## config.mk

```make
export PLATFORM = sky130hd
export DESIGN_NAME = udc_dir_decoder
export DESIGN_NICKNAME = d
export VERILOG_FILES = /design/src/rtl/udc_dir_decoder.sv
export SDC_FILE = /design/constraint.sdc
export NUM_CORES = 1
export LEC_CHECK = 0
export CAP_MARGIN = 30
export CORE_ASPECT_RATIO = 0.6
export CORE_MARGIN = 2
export CORE_UTILIZATION = 38
export CTS_BUF_LIST = sky130_fd_sc_hd__clkbuf_4 sky130_fd_sc_hd__clkbuf_8
export CTS_CLUSTER_SIZE = 25
export DETAILED_ROUTE_END_ITERATION = 10
export SKIP_LAST_GASP = 1
export SYNTH_ARGS = -nofsm -noshare
export SYNTH_HDL_FRONTEND = slang
export SYNTH_SLANG_ARGS = --single-unit
```

## constraint.sdc

```tcl
create_clock -name clk -period 2.4 [get_ports clk]
set_input_delay 0.48 -clock clk [delete_from_list [all_inputs] [get_ports clk]]
set_output_delay 0.48 -clock clk [all_outputs]
set_load 0.01 [all_outputs]
```

## src/rtl/udc_dir_decoder.sv

```systemverilog
// udc_dir_decoder: receive-side monitor for an up/down (binary or decade) count stream.
// Classifies each strobed sample against the previous one, recovers the counting
// direction and flags wraps, holds, reversals, illegal steps and out-of-range values.
// Optional feature macro: UDC_REV_COUNT_EN (saturating 8-bit reversal counter on rev_cnt).
// Handshake: q_in is consumed on every rising clk edge where q_en=1; there is no
// backpressure. All outputs are registered and reflect the sample taken at the
// preceding edge; with q_en=0 the state holds and every pulse output is 0.
module udc_dir_decoder #(
  parameter int WIDTH   = 4,
  parameter int MODULUS = 16
) (
  input  logic             clk,
  input  logic             rst,
  input  logic [WIDTH-1:0] q_in,
  input  logic             q_en,
  output logic             dir,
  output logic             dir_valid,
  output logic             wrap_up,
  output logic             wrap_down,
  output logic             hold,
  output logic             reversal,
  output logic             step_err,
  output logic             range_err,
  output logic [7:0]       rev_cnt
);

  localparam logic [WIDTH-1:0] MAX_VAL = WIDTH'(MODULUS - 1);
  localparam logic [WIDTH:0]   MOD_EXT = (WIDTH + 1)'(MODULUS);

  // INIT: no reference sample yet; ACQ: reference known, direction not locked;
  // TRACK: direction locked.
  typedef enum logic [1:0] {
    ST_INIT  = 2'd0,
    ST_ACQ   = 2'd1,
    ST_TRACK = 2'd2
  } state_t;

  state_t           state, state_n;
  logic [WIDTH-1:0] prev, prev_n;
  logic             dir_n, dir_valid_n;
  logic             wrap_up_n, wrap_down_n, hold_n, reversal_n, step_err_n, range_err_n;

  logic [WIDTH-1:0] up_val, down_val;
  logic             in_range, is_up, is_down, is_hold;

  // Neighbour values of prev modulo MODULUS and classification of the sample.
  always_comb begin
    up_val   = (prev == MAX_VAL) ? '0 : prev + WIDTH'(1);
    down_val = (prev == '0) ? MAX_VAL : prev - WIDTH'(1);
    in_range = ({1'b0, q_in} < MOD_EXT);
    is_up    = (q_in == up_val);
    is_down  = (q_in == down_val);
    is_hold  = (q_in == prev);
  end

  // Next-state and next-output decode; out-of-range samples leave all state untouched.
  always_comb begin
    state_n     = state;
    prev_n      = prev;
    dir_n       = dir;
    dir_valid_n = dir_valid;
    wrap_up_n   = 1'b0;
    wrap_down_n = 1'b0;
    hold_n      = 1'b0;
    reversal_n  = 1'b0;
    step_err_n  = 1'b0;
    range_err_n = 1'b0;
    if (q_en) begin
      if (!in_range) begin
        range_err_n = 1'b1;
      end else begin
        prev_n = q_in;
        case (state)
          ST_INIT: begin
            state_n = ST_ACQ;
          end
          ST_ACQ: begin
            if (is_up || is_down) begin
              dir_n       = is_up;
              dir_valid_n = 1'b1;
              state_n     = ST_TRACK;
              wrap_up_n   = is_up && (prev == MAX_VAL);
              wrap_down_n = is_down && (prev == '0);
            end else if (is_hold) begin
              hold_n = 1'b1;
            end else begin
              step_err_n = 1'b1;
            end
          end
          ST_TRACK: begin
            if (is_up || is_down) begin
              dir_n       = is_up;
              reversal_n  = (is_up != dir);
              wrap_up_n   = is_up && (prev == MAX_VAL);
              wrap_down_n = is_down && (prev == '0);
            end else if (is_hold) begin
              hold_n = 1'b1;
            end else begin
              // Resync: the bad sample becomes the new reference.
              step_err_n  = 1'b1;
              dir_valid_n = 1'b0;
              state_n     = ST_ACQ;
            end
          end
          default: begin
            state_n = ST_INIT;
          end
        endcase
      end
    end
  end

  // State, reference sample and registered outputs.
  always_ff @(posedge clk) begin
    if (rst) begin
      state     <= ST_INIT;
      prev      <= '0;
      dir       <= 1'b0;
      dir_valid <= 1'b0;
      wrap_up   <= 1'b0;
      wrap_down <= 1'b0;
      hold      <= 1'b0;
      reversal  <= 1'b0;
      step_err  <= 1'b0;
      range_err <= 1'b0;
    end else begin
      state     <= state_n;
      prev      <= prev_n;
      dir       <= dir_n;
      dir_valid <= dir_valid_n;
      wrap_up   <= wrap_up_n;
      wrap_down <= wrap_down_n;
      hold      <= hold_n;
      reversal  <= reversal_n;
      step_err  <= step_err_n;
      range_err <= range_err_n;
    end
  end

`ifdef UDC_REV_COUNT_EN
  logic [7:0] rev_cnt_q;

  // Saturating reversal counter, updated on the same edge that raises the reversal pulse.
  always_ff @(posedge clk) begin
    if (rst) begin
      rev_cnt_q <= 8'd0;
    end else if (reversal_n && (rev_cnt_q != 8'hFF)) begin
      rev_cnt_q <= rev_cnt_q + 8'd1;
    end
  end

  assign rev_cnt = rev_cnt_q;
`else
  assign rev_cnt = 8'd0;
`endif

endmodule

```

# --- After elaboration in Yosys (flattened, before gate mapping) ---
# Index checks and enable logic that the tools add are counted.
# Widths: inputs -> output; s select.
word_totals:
  mem_bits_ro: 0
  output_inout_bits: 16
  mem_count: 0
  input_bits: 7
  ramBits: 0
  latchBits: 0
  reg_bits: 13
classes:
  eq_ne: 10
  bitwise_logic: 4
  mux: 12
  order_cmp: 0
  n_reduce_logical: 13
  n_div: 0
  shifts: 0
  multipliers: 0
  addsub: 2
ops:
  columns: ["operator", "count"]
  rows:
  - ["$eq 4x4->1", 3]
  - ["$reduce_or 4->1", 3]
  - ["$mux 4", 2]
  - ["$mux 2", 3]
  - ["$ne 2x2->1 const B", 3]
  - ["$pmux 2 s3", 1]
  - ["$mux 1", 5]
  - ["$reduce_and 5->1", 1]
  - ["$add 4x1->4 const B", 1]
  - ["$eq 4x4->1 const B", 1]
  - ["$logic_not 4->1", 1]
  - ["$not 1->1", 4]
  - ["$reduce_and 4->1", 1]
  - ["$sub 4x1->4 const B", 1]
  - ["$reduce_and 3->1", 1]
  - ["$eq 2x1->1 const B", 1]
  - ["$eq 2x2->1 const B", 1]
  - ["$logic_and 1x1->1", 2]
  - ["$logic_not 2->1", 1]
  - ["$pmux 1 s2", 1]
  - ["$reduce_bool 2->1", 1]
  - ["$reduce_or 2->1", 1]
  - ["$logic_or 1x1->1", 1]
  - ["$ne 1x1->1", 1]

# --- Longest topological paths before layout ---
# Gate-level depths: netlist (run 1).
logic_depth:
  depth_word: 6
  depth_mapped: 10
  mapped_depth_nobuf: 8

# --- Worst setup path before layout (run 1) ---
# Ideal clock, no wire load.
synth_path:
  path_kind: "register to register"
  from: "register prev[0]"
  to: "register state[0]"
  required_time_ns: 2.312
  n_path_buf: 2
  period_less_slack_ns: 2.085
  path_slack_ns: 0.315
  stages_incl_launch_ff: 11
  arrival_time_ns: 1.997
  cell_sequence: "dfxtp_1 -> buf_6 -> inv_1 -> ha_1 -> or3b_1 -> nand2_1 -> xnor2_1 -> and3_1 -> buf_6 -> o31a_1 -> o32ai_2"
synth_between:
  elab_chain_len: 6
synth_lines:
  columns: ["element", "line", "text"]
  rows:
  - ["start, declared", "39", "logic [WIDTH-1:0] prev, prev_n;"]
  - ["start signal, assigned", "128", "prev <= prev_n;"]
  - ["$add 4x1->4, or another cell as far along", "48", "up_val = (prev == MAX_VAL) ? '0 : prev + WIDTH'(1);"]
  - ["$mux 4 (on tied branches)", "48, 49", null]
  - ["$eq 4x4->1 (on tied branches)", "51, 52", null]
  - ["$logic_or 1x1->1", "78, 91", null]
  - ["$ne 2x2->1 (no source line)", null, null]
  - ["$reduce_and 4->1 (no source line) (*)", null, null]
  - ["end signal, assigned", "127", "state <= state_n;"]
  - ["end, declared", "38", "state_t state, state_n;"]
# Mark *: on every way between the ends. The rest lies on a longest branch, timed or not.
# A chain may end at the register's enable or synchronous reset.

# --- Worst setup path after layout (run 1) ---
layout_path:
  from: "input port q_in[2]"
  to: "register state[0]"
layout_between:
  elab_chain_len: 4
layout_lines:
  columns: ["element", "line", "text"]
  rows:
  - ["start, declared", "14", "input logic [WIDTH-1:0] q_in,"]
  - ["$eq 4x4->1 (on tied branches)", "51, 52", null]
  - ["$logic_or 1x1->1", "78, 91", null]
  - ["$ne 2x2->1 (no source line)", null, null]
  - ["$reduce_and 4->1 (no source line) (*)", null, null]
# Marked as above.

==> results.md, run 1 <==
* Status: complete, no violations
* Max-slew violations at 0
* Filler cells at 220
* Pin count of the biggest net entering global routing at 12
* Async set or reset register ratio after synthesis at 0
* Post-synthesis sequential area ratio at 0.274
* Die width at 68.6 um
* Post-DP HPWL at 1.43 mm
* H-tree levels at 1
* Comb pwr share at 0.253
* Share of layout cells above drive strength 1 at 0.156
* Synth Cell Area at 951 sq um
* Area after DPL at 0.00108 sq mm
* Setup Fix Bufs, Post-CTS at 0
* Row Count at 13
* RSZ-0062 raised after global routing: no
* Critical Path Sink Type: flop
* Post-synth EDFFs at 0
* Final hold vios at 0
* Req. time, crit path at 2.56 ns
* Initial antenna violation count at 0
* CTS tree: done
* First-pass GRT wire length at 2.88 mm
* NetSw at 170 uW
* # IOs at 23
* Clock buffer depth at 2
* Setup slack at placement at -0.0325 ns
* Routability congestion estimate at 0.806
* Core Util, Final at 0.498
* Reg2reg setup slack at 0.24 ns
* Synth area leader: dfxtp_1
* Clock power share at 0.345
* Synth top area cells: dfxtp_1 (27%), buf_4 (7.1%), ha_1 (6.6%)
* Reg-to-Reg End: state[0]
* DRC at 0
* Hold endpoint: dir_valid
* Reg-to-Reg Start: prev[0]
* Drt initial violations at 9
* Number of diodes at 0
* Fin crit period at 2.18 ns
* Total CTS buffers at 3
* CTS Hold Bufs at 0
* Setup TNS at 0 ns
* Routed WL per cell at 11.5 um
* Buffers on Ports at 13
* Critical path data arrival time at 2.34 ns
* Core area at 0.00226 sq mm
* Avg Vias per Cell at 4.72
* Hold Crit Depth at 2
* Vias in the first global route at 635
* Mapped Avg Cell Area at 8.97 sq um
* Tightest Hold Check Type: flop to flop
* Worst Path Max Fanout at 6
* Fmax at 0.459 GHz
* Grt total ovfl at 0
* Nets@finish at 135
* Synth top cells by count: dfxtp_1 (13), buf_4 (9), nor2_1 (9), inv_1 (8)
* Crit path kind: primary input to flop
* Post-Synthesis Cells at 106
* Flops & latches, synth at 13
* Drt total wl at 1.75 mm
* Top cell type's share of synthesized area at 0.274
* Worst Setup SP: q_in[2]
* Sw Share at 0.287
* CTS root buf: clkbuf_8
* Max Cap Viol at 0
* Final period util at 0.908
* Area grow syn2layout at 18.4%
* Internal power at 422 uW
* Vias at 717
* Yosys Warn Count at 0
* Worst vdd ir at 407 uV
* Finished Cell Area at 0.00113 sq mm
* Clk_lat worst skew at 0.24 ns
* Post-synthesis cell type count at 39
* Hold Path Origin: dir_valid
* Resize count post-CTS at 0
* Worst reg-to-reg path cell count at 8
* Family with the most delay on the worst path: compound AO/OA/AOI/OAI gates
* Initial Util at 0.421
* Power per cell area at 525 mW/mm^2
* Clock Pin Slew Worst Setup and Hold Paths at 0.06 ns
* Overall power at 592 uW
* Clock Skew at 0.00496 ns
* Total Routing Usage GR at 0.134
* Top_reg_cell synth: dfxtp_1
* Slowest CP cell: clkdlybuf4s50_1
* Pleak at 0.000477 uW
* Height of the die at 42.8 um
* Final setup margin at 0.220 ns
* DRT Pass-1 Iters at 4
* CTS sink cnt at 13
* CP Cell Sequence: clkdlybuf4s50_1, xor2_1, xor2_1, nor2_1, and3_1, o31a_1, o32ai_2
* Sequential Power Share at 0.402
* Max stage delay on crit path at 0.49 ns
* DIE AREA at 0.00293 sq mm
* Crit path launch type: primary input
* Cell mode on critical path: xor2_1
* WP buf/inv at 1
* Leading cell type by number of instances after synthesis: dfxtp_1
* Post-route ant nets at 0
* Final setup vio count at 0
## worst max path at each step
stage                      to  cells after the start
finish               state[0]                      7
global route        dir_valid                      8
CTS                  state[0]                      7
detailed placement   state[0]                      7
global placement     state[0]                      7
floorplan            state[0]                     10
## stage by stage
step                      hold slack, ns  std cells
after floorplan                    0.475        114
after detailed placement           0.456        148
after global routing               0.502        152
final                              0.461        152
after global placement             0.445        148
after CTS                          0.463        152
## cell usage in the layout, fill, tap and decap left out, types with 2 or more instances in the layout
master,n
nand2b_1,2
nand3_1,2
ha_1,5
nor2_1,9
clkbuf_8,3
clkdlybuf4s50_1,13
nand2_1,7
mux2i_1,4
xor2_1,7
dfxtp_1,13
nor3_1,3
conb_1,9
buf_4,5
inv_1,8
and3_1,4
xnor2_1,4
## worst reg2reg max path: cells and delay by family, from the launching register on
family                     cells  cell delay, ns
xor gates and xnor gates       1            0.07
AOI/OAI and AO/OA              2            0.57
adders and majority gates      1            0.22
DFF                            1            0.40
and+or+nand+nor                3            0.73
buffers and inverters          1            0.09
## cell type report
type                       count  area (sq um)  area share
clock buffer                   4          48.8      0.0433
inverter                       8          30.0      0.0267
multi-input combinational     79           582       0.517
sequential                    13           260       0.231
tap                           30          37.5      0.0333
timing repair buffer          18           168       0.149
## per-layer routing
layer	vias up	routed length (um)	global-route usage
met5	-	0	0
met4	0	17	0.0360
met3	2	146	0.0663
met2	23	682	0.171
met1	318	900	0.195
li1	374	-	-
## state kept, by name, summed over array words and instances (netlist names)
register and count:
prev 4, reversal 1, hold 1, dir_valid 1
wrap_down 1, wrap_up 1, dir 1, step_err 1
state 2
## power by group through the flow
| stage | clock network, uW | logic (uW) | registers (uW) |
|---|---|---|---|
| final | 204 | 150 | 238 |
| after global routing | 221 | 167 | 239 |
| after CTS | 211 | 150 | 238 |
| after detailed placement | 0 | 150 | 242 |
| after global placement | 0 | 149 | 241 |
| after floorplan | 0 | 126 | 238 |
## cells by family (layout without fill, tap and decap cells)
| group | Yosys count | after routing | synth area share |
|---|---|---|---|
| simple gates | 38 | 38 | 0.233 |
| compound gates | 11 | 11 | 0.122 |
| flops | 13 | 13 | 0.274 |
| other cells | 1 | 9 | 0.00394 |
| buf+inv | 22 | 30 | 0.146 |
| fa+ha+maj | 5 | 5 | 0.0658 |
| mux | 5 | 5 | 0.0539 |
| xor+xnor | 11 | 11 | 0.101 |
No activity file was read; power rests on OpenSTA's default activity.
==> run 2: changes to the inputs <==
ABC_AREA = 1   (was default)
MAX_ROUTING_LAYER = met4   (was default)
==> results.md, run 2 <==
* Status: complete, no violations (unchanged)
* Setup TNS at 0 ns (unchanged)
* Async set or reset register ratio after synthesis at 0 (unchanged)
* Clock Pin Slew Worst Setup and Hold Paths at 0.06 ns (about the same)
* Number of diodes at 0 (unchanged)
* Commonest non-fill, non-tap cell in the layout: nand2_1
* Post-synth EDFFs at 0 (unchanged)
* Critical Path Sink Type: flop (unchanged)
* DRT Pass-1 Iters at 4 (unchanged)
* Mux contribution to synthesized area at 0 (was 0.0539)
* Synth top cells by count: nand2_1 (32), nand3_1 (17), inv_1 (15), dfxtp_1 (13) (was dfxtp_1 (13), buf_4 (9), nor2_1 (9), inv_1 (8))
* Filler cells at 255 (was 220)
* Reg-to-Reg Start: prev[0] (unchanged)
* Final hold vios at 0 (unchanged)
* Power per cell area at 574 mW/mm^2 (was 525 mW/mm^2)
* Register area at 260 sq um (unchanged)
* Pleak at 0.000587 uW (was 0.000477 uW)
* Main combinational cell family by area after synthesis: simple AND/OR/NAND/NOR gates (unchanged)
* Setup Fix Bufs, Post-CTS at 0 (unchanged)
* Die width at 70.5 um (was 68.6 um)
* Flops & latches, synth at 13 (unchanged)
* Initial antenna violation count at 0 (unchanged)
* Worst Path Max Fanout at 8 (was 6)
* Fin crit period at 1.99 ns (was 2.18 ns)
* CTS root buf: clkbuf_8 (unchanged)
* Routed WL per cell at 10.6 um (was 11.5 um)
* Worst reg-to-reg path cell count at 12 (was 8)
* First-pass GRT wire length at 3.41 mm (was 2.88 mm)
* Total CTS buffers at 3 (unchanged)
* Overall power at 685 uW (was 592 uW)
* Synth area leader: dfxtp_1 (unchanged)
* Max Cap Viol at 0 (unchanged)
* Clk_lat worst skew at 0.25 ns (was 0.24 ns)
* RSZ-0062 raised after global routing: no (unchanged)
* Max FFs per register at 4 (unchanged)
* Req. time, crit path at 2.55 ns (was 2.56 ns)
* Share of layout cells above drive strength 1 at 0.160 (was 0.156)
* Height of the die at 43.9 um (was 42.8 um)
* Hold Crit Depth at 2 (unchanged)
* Leading cell type by number of instances after synthesis: nand2_1 (was dfxtp_1)
* Cell count after placement at 190 (was 148)
* Post-synthesis cell type count at 23 (was 39)
* Vias at 883 (was 717)
* Critical path data arrival time at 2.14 ns (was 2.34 ns)
* Tightest Hold Check Type: flop to flop (unchanged)
* Post-synthesis xor/xnor area fraction at 0.0435 (was 0.101)
* Post-Synthesis Cells at 146 (was 106)
* Clock buffer depth at 2 (unchanged)
* Post-DP HPWL at 1.60 mm (was 1.43 mm)
* Post-Layout Cell Count at 194 (was 152)
* CTS Hold Bufs at 0 (unchanged)
* Drt total wl at 2.06 mm (was 1.75 mm)
* Slowest CP cell: dfxtp_1 (was clkdlybuf4s50_1)
* Hold Path Origin: dir_valid (unchanged)
* Nets@finish at 175 (was 135)
* Reg with most FFs: prev (unchanged)
* Grt total ovfl at 0 (unchanged)
* Area grow syn2layout at 18.4% (about the same)
* Mapped Avg Cell Area at 6.90 sq um (was 8.97 sq um)
* Most frequent cells in the layout: nand2_1 (32), nand3_1 (17), inv_1 (15) (was dfxtp_1 (13), clkdlybuf4s50_1 (13), nor2_1 (9), conb_1 (9), inv_1 (8))
* # IOs at 23 (unchanged)
* DRC at 0 (unchanged)
* Drt initial violations at 12 (was 9)
* Clock Skew at 0.0116 ns (was 0.00496 ns)
* Largest registers: prev: 4 flops, state: 2 flops (unchanged)
* Core area at 0.00250 sq mm (was 0.00226 sq mm)
* Synth top area cells: dfxtp_1 (26%), nand2_1 (12%), nand3_1 (8.4%) (was dfxtp_1 (27%), buf_4 (7.1%), ha_1 (6.6%))
* Post-synthesis sequential area ratio at 0.258 (was 0.274)
* Fmax at 0.502 GHz (was 0.459 GHz)
* Buffers on Ports at 13 (unchanged)
* Vias in the first global route at 775 (was 635)
* Post-route ant nets at 0 (unchanged)
* CP Cell Sequence: inv_2, ha_1, xnor2_1, nand3_2, nor2_4, nand2_4, nand2_4, nand2_4, nand2_4, nand3_1, nand2_1, nor2_1 (was clkdlybuf4s50_1, xor2_1, xor2_1, nor2_1, and3_1, o31a_1, o32ai_2)
* Complex-gate fraction of the synthesized area at 0.0758 (was 0.122)
* Crit path launch type: flop (was primary input)
* Cell mode on critical path: nand2_4 (was xor2_1)
* Max stage delay on crit path at 0.48 ns (was 0.49 ns)
* H-tree levels at 1 (unchanged)
* Initial Util at 0.402 (was 0.421)
* Worst vdd ir at 256 uV (was 407 uV)
* Synth Cell Area at 0.00101 sq mm (was 951 sq um)
* Final setup vio count at 0 (unchanged)
* Yosys Warn Count at 0 (unchanged)
* Routability congestion estimate at 0.873 (was 0.806)
* DIE AREA at 0.00309 sq mm (was 0.00293 sq mm)
* Crit path kind: flop to flop (was primary input to flop)
* Top_reg_cell synth: dfxtp_1 (unchanged)
* Synth Area in Adders at 0.0621 (was 0.0658)
* Pin count of the biggest net entering global routing at 11 (was 12)
* Total Routing Usage GR at 0.147 (was 0.134)
* Avg Vias per Cell at 4.55 (was 4.72)
* Max-slew violations at 0 (unchanged)
* CTS tree: done (unchanged)
* Worst Setup SP: prev[0] (was q_in[2])
* Top cell type's share of synthesized area at 0.258 (was 0.274)
* Resize count post-CTS at 0 (unchanged)
* Multi-input gate area at 623 sq um (was 582 sq um)
* Synth Area in Simple Gates at 0.404 (was 0.233)
* Final period util at 0.830 (was 0.908)
* Row Count at 14 (was 13)
* CTS sink cnt at 13 (unchanged)
[run 2: layout make-up]
type,count,area share
repair buffers,14,0.115
multi-input cells,109,0.523
well taps,32,0.0336
clock buffers,4,0.0409
inverters,22,0.0693
flip-flops and latches,13,0.218
[run 2: cells by family (layout without fill, tap and decap cells)]
group,after synthesis,after routing
adder cells (fa/ha/maj),5,5
XOR/XNOR,5,5
flip-flops,13,13
buffers and inverters,32,40
AO/OA/AOI/OAI,14,14
AND/OR/NAND/NOR,76,76
other,1,9
[run 2: path summary, 6_finish.rpt]
check              endpoint  slack [ns]
setup / recovery   state[0]        0.41
hold / removal    dir_valid        0.49
setup reg to reg   state[0]        0.41
hold reg to reg   dir_valid        0.49
[run 2: metrics by stage]
step / cell area [sq um] / setup WS (ns) / utilization / hold slack, ns
after global routing: 1190 / 0.265 / 0.476 / 0.528
after detailed placement: 1140 / 0.326 / 0.457 / 0.484
after floorplan: 1040 / 0.644 / - / 0.477
after CTS: 1190 / 0.417 / 0.476 / 0.498
final: 1190 / 0.409 / 0.476 / 0.490
after global placement: 1140 / 0.347 / 0.457 / 0.467
[run 2: critical path: cells and delay by family (launching register included)]
kind	cells	cell delay, ns
flops	1	0.48
simple gates	9	0.74
xor+xnor	1	0.20
fa+ha+maj	1	0.35
buf+inv	1	0.12
[run 2: power breakdown]
part	internal, uW	leakage [uW]	switching, uW	total [uW]
Combinational	90.1	0.000454	136	226
Sequential	232	0.000106	15.8	247
Clock	129	0.0000262	82.7	211
[run 2: routing by layer]
| metal | track usage | part of all wire | vias to the layer above |
|---|---|---|---|
| met5 | - | 0 | - |
| met4 | 0.0462 | 0.014 | 0 |
| met3 | 0.0442 | 0.052 | 5 |
| met2 | 0.230 | 0.41 | 25 |
| met1 | 0.184 | 0.53 | 383 |
| li1 | - | - | 470 |
==> run 3: changes to the inputs <==
PLACE_DENSITY = 0.66   (was default)
clock period = 1.6 ns   (was 2.4 ns; I/O delays follow)
==> results.md, run 3 (synthesized netlist as in run 2, its figures left out) <==
* Status: finished, violations left (was complete, no violations)
* Failing checks: negative setup slack
* Worst vdd ir at 464 uV (was 256 uV)
* Core Util, Final at 0.553 (was 0.476)
* Fmax at 0.604 GHz (was 0.502 GHz)
* Buffers on Ports at 13 (unchanged)
* Die width at 70.5 um (unchanged)
* Total CTS buffers at 3 (unchanged)
* Row Count at 14 (unchanged)
* Final setup margin at -0.0557 ns (was 0.409 ns)
* Reg2reg setup slack at -0.06 ns (was 0.41 ns)
* Total Routing Usage GR at 0.171 (was 0.147)
* Fin crit period at 1.66 ns (was 1.99 ns)
* Core area at 0.00250 sq mm (unchanged)
* DIE AREA at 0.00309 sq mm (unchanged)
* CTS root buf: clkbuf_8 (unchanged)
* Critical Path Sink Type: flop (unchanged)
* Routability congestion estimate at 0.894 (was 0.873)
* Reg-to-Reg End: state[1] (was state[0])
* H-tree levels at 1 (unchanged)
* Post-Layout Cell Count at 212 (was 194)
* Drt total wl at 2.34 mm (was 2.06 mm)
* Initial Util at 0.402 (unchanged)
* Final hold vios at 0 (unchanged)
* Cell count after placement at 206 (was 190)
* Clock buffer depth at 2 (unchanged)
* Clock Pin Slew Worst Setup and Hold Paths at 0.06 ns (about the same)
* Max-slew violations at 0 (unchanged)
* Final setup vio count at 4 (was 0)
* Grt total ovfl at 0 (unchanged)
* Height of the die at 43.9 um (unchanged)
* Req. time, crit path at 1.74 ns (was 2.55 ns)
* Register area at 268 sq um (was 260 sq um)
* Share of layout cells above drive strength 1 at 0.311 (was 0.160)
* Crit path launch type: flop (unchanged)
* Worst Path Max Fanout at 4 (was 8)
* Fin Hold WS at 0.483 ns (was 0.490 ns)
* Number of diodes at 0 (unchanged)
* Post-route ant nets at 0 (unchanged)
* Crit path kind: flop to flop (unchanged)
* Max Cap Viol at 0 (unchanged)
* Multi-input gate area at 671 sq um (was 623 sq um)
* # IOs at 23 (unchanged)
* Power per cell area at 790 mW/mm^2 (was 574 mW/mm^2)
* Reg-to-Reg Start: prev[1] (was prev[0])
* Filler cells at 219 (was 255)
* Clk_lat worst skew at 0.24 ns (was 0.25 ns)
* Nets@finish at 193 (was 175)
* Max FFs per register at 4 (unchanged)
* CTS tree: done (unchanged)
* Area grow syn2layout at 37.5% (was 18.4%)
* DRC at 0 (unchanged)
* Post-DP HPWL at 1.91 mm (was 1.60 mm)
* Pin count of the biggest net entering global routing at 11 (unchanged)
* Largest registers: prev: 4 flops, state: 2 flops (unchanged)
* Worst Setup EP: state[1] (was state[0])
* Hold Path Origin: dir_valid (unchanged)
* Drt initial violations at 40 (was 12)
* Commonest non-fill, non-tap cell in the layout: nand2_1 (unchanged)
* Avg Vias per Cell at 4.53 (was 4.55)
* Tightest Hold Check Type: flop to flop (unchanged)
* Vias in the first global route at 852 (was 775)
* Pleak at 0.000687 uW (was 0.000587 uW)
* Routed WL per cell at 11.0 um (was 10.6 um)
* Final period util at 1.03 (was 0.830)
* Initial antenna violation count at 0 (unchanged)
* First-pass GRT wire length at 3.93 mm (was 3.41 mm)
* Critical path data arrival time at 1.80 ns (was 2.14 ns)
* Most frequent cells in the layout: nand2_1 (31), buf_4 (19), nand3_1 (14) (was nand2_1 (32), nand3_1 (17), inv_1 (15))
* Reg with most FFs: prev (unchanged)
* Worst Setup SP: prev[1] (was prev[0])
* Clock Skew at 0.00528 ns (was 0.0116 ns)
* RSZ-0062 raised after global routing: yes (was no)
* Vias at 961 (was 883)
* Overall power at 1090 uW (was 685 uW)
* DRT Pass-1 Iters at 4 (unchanged)
* Worst reg-to-reg path cell count at 12 (unchanged)
* CTS sink cnt at 13 (unchanged)
==> run 3: cell types whose count changed in the layout (fill, tap and decap cells not counted), sizes merged <==
cell           change
buf               +18
clkdlybuf4s50      -2
dlygate4sd2        +2
==> run 3: final cells by class <==
type / count / share of cell area
timing repair buffer: 32 / 0.195
inverter: 22 / 0.0632
tap: 32 / 0.0289
sequential: 13 / 0.193
multi-input combinational: 109 / 0.484
clock buffer: 4 / 0.0352
==> run 3: layer usage <==
layer | GRT usage | vias to the layer above | part of all wire
li1 | - | 507 | -
met2 | 0.262 | 34 | 0.44
met3 | 0.0605 | 0 | 0.066
met1 | 0.217 | 420 | 0.50
met4 | 0.0385 | 0 | 0
met5 | - | - | 0
==> run 3: worst min path at each step <==
stage / to / slack, ns / cells after the start
detailed placement: dir_valid / 0.48 / 2
global route: state[1] / 0.54 / 2
finish: dir_valid / 0.48 / 2
global placement: dir_valid / 0.46 / 2
CTS: dir_valid / 0.49 / 2
floorplan: prev[1] / 0.48 / 2
==> run 3: critical path, cell delays in order (launching register included) <==
cell	delay, ns
dfxtp_4	0.37
inv_4	0.04
ha_4	0.28
xor2_2	0.15
nand3_2	0.11
nor2_4	0.11
nand2_4	0.08
nand2_4	0.10
nand2_4	0.06
nand2_4	0.08
nand3_2	0.07
nand2_2	0.06
nor2_1	0.04
==> run 3: what timing repair did <==
action	4_1_cts	5_1_grt
endpoints found under the setup margin	7	7
setup buffers	1	1
hold buffers	0	0
pin swaps	10	4
gates resized for setup	8	5
==> run 3: through the flow <==
stage,cell area [sq um],worst slack (ns),TNS (ns)
2_1_floorplan,1050,0.00256,0
3_3_place_gp,1280,-0.301,-2.05
3_5_place_dp,1280,-0.362,-2.24
4_1_cts,1360,-0.0638,-0.179
5_1_grt,1390,-0.189,-0.743
6_report,1390,-0.0557,-0.143
==> run 3: power by group <==
group / switching [uW] / total, uW / internal, uW
logic: 235 / 418 / 183
clock network: 115 / 308 / 193
registers: 22.0 / 369 / 347
